==> config.mk <==
export PLATFORM = sky130hd
export DESIGN_NAME = vid_row_packer
export DESIGN_NICKNAME = d
export VERILOG_FILES = /design/src/rtl/vid_row_packer.sv
export SDC_FILE = /design/constraint.sdc
export NUM_CORES = 1
export LEC_CHECK = 0
export ABC_CLOCK_PERIOD_IN_PS = 4500
export CORE_MARGIN = 1.5
export CORE_UTILIZATION = 57
export CTS_CLUSTER_SIZE = 10
export DETAILED_ROUTE_END_ITERATION = 6
export GPL_TIMING_DRIVEN = 0
export PLACE_DENSITY = 0.9
export SETUP_SLACK_MARGIN = 0.5
export SLEW_MARGIN = 20
export SYNTH_ARGS = -nofsm -noshare
export SYNTH_HDL_FRONTEND = slang
export SYNTH_SLANG_ARGS = --single-unit
==> constraint.sdc <==
create_clock -name clk -period 4.5 [get_ports clk]
set_clock_uncertainty 0.2 [all_clocks]
set_input_delay 1.125 -clock clk [delete_from_list [all_inputs] [get_ports clk]]
set_output_delay 1.125 -clock clk [all_outputs]
set_load 0.05 [all_outputs]
==> src/rtl/vid_row_packer.sv <==
// rtl/vid_row_packer.sv - packs a serial vertex-ID stream into Q-lane SRAM rows
module vid_row_packer #(
    parameter int ADDR_SPACE = 5,
    parameter int Q          = 16,
    parameter int VID_BW     = 16,
    parameter int DEPTH      = 16,
    parameter logic [VID_BW-1:0] PAD = {VID_BW{1'b1}}
) (
    input  logic                  clk,
    input  logic                  rst_n,
    input  logic                  start,
    input  logic                  vid_valid,
    input  logic [VID_BW-1:0]     vid_in,
    input  logic                  vid_last,
    output logic                  vid_ready,
    output logic                  wsb,
    output logic [ADDR_SPACE-1:0] waddr,
    output logic [VID_BW*Q-1:0]   wdata,
    output logic [ADDR_SPACE:0]   rows_written,
    output logic                  done,
    output logic                  overflow
);
    localparam int LANE_W = (Q > 1) ? $clog2(Q) : 1;
    localparam int CNT_W  = ADDR_SPACE + 1;

    typedef enum logic [1:0] {IDLE, FILL, DONE} state_t;

    state_t              state, state_nxt;
    logic [LANE_W-1:0]   lane_idx;
    logic [CNT_W-1:0]    row_cnt;
    logic [VID_BW*Q-1:0] row_buf, row_nxt;
    logic                full, xfer, row_done, job_start;

    assign full         = row_cnt >= CNT_W'(DEPTH);
    assign vid_ready    = (state == FILL) && !full;
    assign xfer         = vid_valid && vid_ready;
    assign row_done     = xfer && (vid_last || lane_idx == LANE_W'(Q - 1));
    assign job_start    = start && (state != FILL);
    assign done         = (state == DONE);
    assign rows_written = row_cnt;

    // Row as it would look if written now: filled lanes, current ID, PAD above
    always_comb begin
        row_nxt = row_buf;
        for (int k = 0; k < Q; k++) begin
            if (LANE_W'(k) == lane_idx)
                row_nxt[k*VID_BW +: VID_BW] = vid_in;
            else if (LANE_W'(k) > lane_idx)
                row_nxt[k*VID_BW +: VID_BW] = PAD;
        end
    end

    always_ff @(posedge clk or negedge rst_n) begin
        if (!rst_n)
            state <= IDLE;
        else
            state <= state_nxt;
    end

    always_comb begin
        state_nxt = state;
        case (state)
            IDLE, DONE: if (start) state_nxt = FILL;
            // vid_last ends the job whether or not a row is still available
            FILL:       if (vid_valid && vid_last) state_nxt = DONE;
            default:    state_nxt = IDLE;
        endcase
    end

    always_ff @(posedge clk or negedge rst_n) begin
        if (!rst_n) begin
            wsb      <= 1'b1;
            waddr    <= '0;
            wdata    <= '0;
            row_cnt  <= '0;
            overflow <= 1'b0;
            lane_idx <= '0;
            row_buf  <= '0;
        end else begin
            wsb <= 1'b1;
            if (job_start) begin
                lane_idx <= '0;
                row_cnt  <= '0;
                overflow <= 1'b0;
                row_buf  <= '0;
            end else if (row_done) begin
                wsb      <= 1'b0;
                waddr    <= row_cnt[ADDR_SPACE-1:0];
                wdata    <= row_nxt;
                row_cnt  <= row_cnt + 1'b1;
                lane_idx <= '0;
                row_buf  <= '0;
            end else if (xfer) begin
                row_buf  <= row_nxt;
                lane_idx <= lane_idx + 1'b1;
            end
            if (state == FILL && full && vid_valid)
                overflow <= 1'b1;
        end
    end
endmodule
**Word-level counts from Yosys, hierarchy flattened**

Cells that the tools add are included.

- Bits of input ports: 21
- Logic and storage cells: 113
- Bits in registers: 531

- Bitwise logic cells: 1
- Magnitude comparators: 17
- Reductions and logical operators: 17
- Mux-type cells: 47
- Add/subtract/negate cells: 2
- Equal/unequal tests: 21

Operators by type and width:

| operator | count |
|---|---|
| $mux W256 | 3 |
| $mux W16 | 32 |
| $eq A4 B4 Y1 const A | 8 |
| $gt A4 B4 Y1 const A | 8 |
| $eq A3 B4 Y1 const A | 4 |
| $gt A3 B4 Y1 const A | 4 |
| $mux W4 | 3 |
| $mux W6 | 2 |
| $eq A2 B4 Y1 const A | 2 |
| $gt A1 B4 Y1 const A | 2 |
| $gt A2 B4 Y1 const A | 2 |
| $logic_and A1 B1 Y1 | 7 |
| $add A6 B1 Y6 const B | 1 |
| $ge A6 B5 Y1 const B | 1 |
| $add A4 B1 Y4 const B | 1 |
| $eq A1 B4 Y1 const A | 1 |
| $eq A4 B4 Y1 const B | 1 |
| $logic_not A4 Y1 | 1 |
| $mux W1 | 4 |
| $mux W2 | 2 |
| $ne A2 B2 Y1 const B | 2 |
| $pmux W2 S2 | 1 |
| $reduce_and A2 Y1 | 2 |
| $reduce_bool A2 Y1 | 2 |
| 9 further kinds | 9 |

**Longest topological paths before layout**

- Depth in word-level cells: 7
- Mapped depth: 11

**Least setup slack after synthesis**

No wires, ideal clock.

- Kind: in2reg
- From: input port vid_last
- To: register wdata[15]
- Slack: 1.529 ns
- Data arrival time: 2.695 ns
- Data required time: 4.223 ns
- Buffers on the path: 4
- Cell stages on the path: 9
- Path through: clkbuf_1 a31oi_1 nor3_4 inv_2 buf_2 buf_2 clkbuf_1 nand2_1 o21ai_1

- Longest elaborated chain between the ends: 3

Ends and longest elaborated chain:

| element | line | text |
|---|---|---|
| start, declared | 14 | `input logic vid_last,` |
| $logic_or A1 B1 Y1 | 37 | `assign row_done = xfer && (vid_last \|\| lane_idx == LANE_W'(Q - 1));` |
| $logic_and A1 B1 Y1 | 37 |  |
| $reduce_and A2 Y1 (no line) | n/a |  |
| end signal, assigned | 89 | `wdata <= row_nxt;` |
| end, declared | 18 | `output logic [VID_BW*Q-1:0] wdata,` |

No other way between the ends.
A chain may end at the register's enable or synchronous reset.

**Final worst setup path**

- From: input port vid_last
- To: register wdata[67]

The elaborated chain is that of the path after synthesis.

==> summary.txt <==
status -> complete, but fails checks
failing checks -> DRC
Clock Latency Late Sink -> 0.63 ns
die area -> 42,900 sq um
CTS clock-pin slew for the worst setup and hold paths -> 0.06 ns
Synth area leaders -> dfrtp_1, nand2_1, a22oi_1, nor2b_1, nor2_1
clock share of power -> 18.8%
Post-DP HPWL -> 56,200 um
Crit Path Max Fanout -> 10
post-DR wirelength/cell -> 23.6 um
H-tree levels -> 2
max frequency -> 248 MHz
count leader, synth -> nand2_1
Root Buffer -> clkbuf_16
# hold bufs at CTS -> 0
endpoint class of the critical path -> register
# clock sinks -> 515
DRC viols -> 20
Num CTS Buffers -> 58
ys async rst share -> 100%
Place WS -> 0.0513 ns
crit start category -> input pin
Inserted Diodes -> 0
R2R depth -> 9
largest net degree at the start of global routing -> 106
top cell type by total area after synthesis -> dfrtp_1
Max Cap Viol -> 0
Synth top area share -> 54.1%
DR vias/cell -> 6.46
Sw Share -> 45.5%
Pleak -> 0.0128 uW
Yosys warning count -> 0
Tightest Pin Transition -> 1.22 ns
Peak VDD IR -> 690 uV
Crit-path slowest cell -> a31oi_1
Pint -> 12,000 uW
synthesized instance count -> 2,565
1st-pass router iterations -> 7
EDFF count, synth -> 0
Mapped Nets -> 2,591
row cnt -> 74
final setup violation count -> 0
Tmin final -> 4.03 ns
CTS Buffer Depth -> 3
worst setup path category -> in -> reg
unrepaired setup endpoints after global routing -> false
critical path required time -> 4.83 ns
initial antenna violation count -> 1
sequential fraction of the synthesis area -> 54.2%
power per cell area -> 758 nW/um^2
routability cong. -> 0.954
Multi-input gate area -> 9600 sq um
main flop type after synthesis -> dfrtp_1
final count of pins violating max slew -> 0
synth cell count leaders -> nand2_1, dfrtp_1, nor2_1, clkbuf_1, a22oi_1
ANT nets after route -> 0
CP arrival -> 4.36 ns
Mapped Area -> 23,800 sq um
Starting Density -> 57.9%
Syn Area/Cell -> 9.26 sq um
Port Buffers -> 289
first-pass GRT wire length -> 126,000 um
crit-path cells -> clkbuf_1 > a31oi_1 > nor3_4 > inv_2 > buf_2 > buf_2 > clkbuf_1 > nand2_1 > nand2_1
area grow syn2layout -> 22.2%
Critical R2R Capture -> wdata[67]
global-route usage over all layers -> 37.7%
CTS tree -> yes
Core Box Area -> 41,000 sq um
Via Count -> 22,387
register area -> 12,900 sq um
final-report hold violation count -> 0
Final TNS setup -> 0 ns
R2R setup slack -> 0.47 ns
Remaining Overflow, GRT -> 0
DIE HEIGHT -> 207 um
Synth Register Bits -> 515
vias in the first global route -> 22,076
hold crit path type -> in -> async
Cell variety after synth -> 55
layout cell share with drive strength beyond 1 -> 4.90%
Final nets -> 2,947
Flop pwr share -> 35.2%
fill count -> 2,943
Initial DRC Count -> 3,020
Critical Path Max Stage Delay -> 0.80 ns
IO Pins -> 292
Die W -> 207 um
worst r2r src -> lane_idx[0]
min setup slack post-route -> 0.468 ns
period utilization -> 89.6%
NetSw -> 10,000 uW
Max-slew headroom -> 18.7%
Comb power frac -> 45.9%
final wirelength -> 81,900 um
-- final cells by class --
| type | instances | share of cell area, % |
|---|---|---|
| Clock inverter | 3 | 0.103 |
| Sequential cell | 515 | 44.4 |
| Inverter | 74 | 0.974 |
| Clock buffer | 72 | 5.21 |
| Multi-Input combinational cell | 1729 | 33.1 |
| Tap cell | 532 | 2.29 |
| Timing Repair Buffer | 296 | 10.5 |
| Buffer | 247 | 3.45 |
-- sequential cells by signal, indices dropped and copies added, names as in the netlist --
| name | flops |
|---|---|
| rows_written | 6 |
| wsb | 1 |
| overflow | 1 |
| wdata | 256 |
| lane_idx | 4 |
| state | 2 |
| row_buf | 240 |
| waddr | 5 |
-- worst max-delay path by stage --
stage / from / end / slack [ns] / depth (start not counted)
after global routing: lane_idx[1] / row_buf[15] / 0.49 / 12
after detailed placement: vid_last / wdata[67] / 0.05 / 9
after floorplan: vid_last / wdata[15] / 1.53 / 9
final: vid_last / wdata[67] / 0.47 / 9
after CTS: lane_idx[1] / row_buf[10] / 0.51 / 11
after global placement: rst_n / wdata[80] / -19.62 / 1
-- cell families (layout without fill, tap and decap cells) --
logic type / Yosys count / count (layout) / share of synthesized area (%)
flip-flops: 515 / 515 / 54.2
AO/OA/AOI/OAI: 654 / 654 / 18.9
buffers and inverters: 321 / 692 / 5.39
adder cells (fa/ha/maj): 5 / 5 / 0.263
AND/OR/NAND/NOR: 1037 / 1037 / 19.8
multiplexers: 33 / 33 / 1.39
-- cells in the final DEF (no fill, tap or decap), types with 10 or more instances in the layout --
cell | synthesis | final
clkdlybuf4s50_1 | 0 | 287
o22ai_1 | 32 | 32
o21ai_0 | 146 | 146
o2bb2ai_1 | 23 | 23
o2bb2ai_2 | 10 | 10
a31oi_1 | 33 | 33
nor4b_1 | 16 | 16
o22a_1 | 16 | 16
clkbuf_1 | 190 | 200
nor2b_1 | 133 | 133
nand2_1 | 579 | 579
inv_1 | 71 | 71
buf_2 | 41 | 41
nor3b_1 | 65 | 65
dfrtp_1 | 514 | 514
a221oi_1 | 32 | 32
a22oi_1 | 161 | 161
buf_1 | 13 | 12
mux2i_1 | 33 | 33
o221a_1 | 10 | 10
a222oi_1 | 16 | 16
nor2_1 | 200 | 200
o211ai_1 | 64 | 64
o21ai_1 | 52 | 52
nand3b_1 | 16 | 16
clkbuf_16 | 0 | 58
a21oi_1 | 45 | 45
-- timing repair --
| action | CTS | global route |
|---|---|---|
| setup buffers | 2 | 0 |
| pin swaps | 1 | 0 |
| endpoints found under the setup margin | 54 | 58 |
| gates resized for setup | 2 | 6 |
-- per-stage QoR --
stage                     hold slack [ns]  instances  power (uW)  utilization [%]  area, sq um
after floorplan                     0.251       2565       14000                -        23800
after global placement              0.254       3386       17300             66.6        27300
final                               0.130       3468       22000             70.8        29000
after CTS                           0.124       3468       21800             70.7        29000
after global routing                0.138       3468       22900             70.8        29000
after detailed placement            0.259       3391       17600             66.9        27500
-- routing by layer --
layer | share of wire [%] | global-route usage [%]
met2 | 45 | 57.9
met5 | 0.016 | 0
met3 | 11 | 8.51
met1 | 37 | 48.5
met4 | 6.8 | 24.3
-- power groups by stage --
stage               Clock [uW]  Combinational [uW]  Sequential (uW)
floorplan                    0                3160            10900
global placement             0                9650             7670
detailed placement           0                9920             7730
CTS                       4140               10000             7690
global route              4310               10600             7910
finish                    4140               10100             7750
-- worst max-delay path, delay by kind of cell --
| kind | cells | cell delay (ns) |
|---|---|---|
| buf+inv | 5 | 1.96 |
| simple gates | 3 | 0.44 |
| compound gates | 1 | 0.80 |
Note: power is estimated with default switching activity, not from simulation.
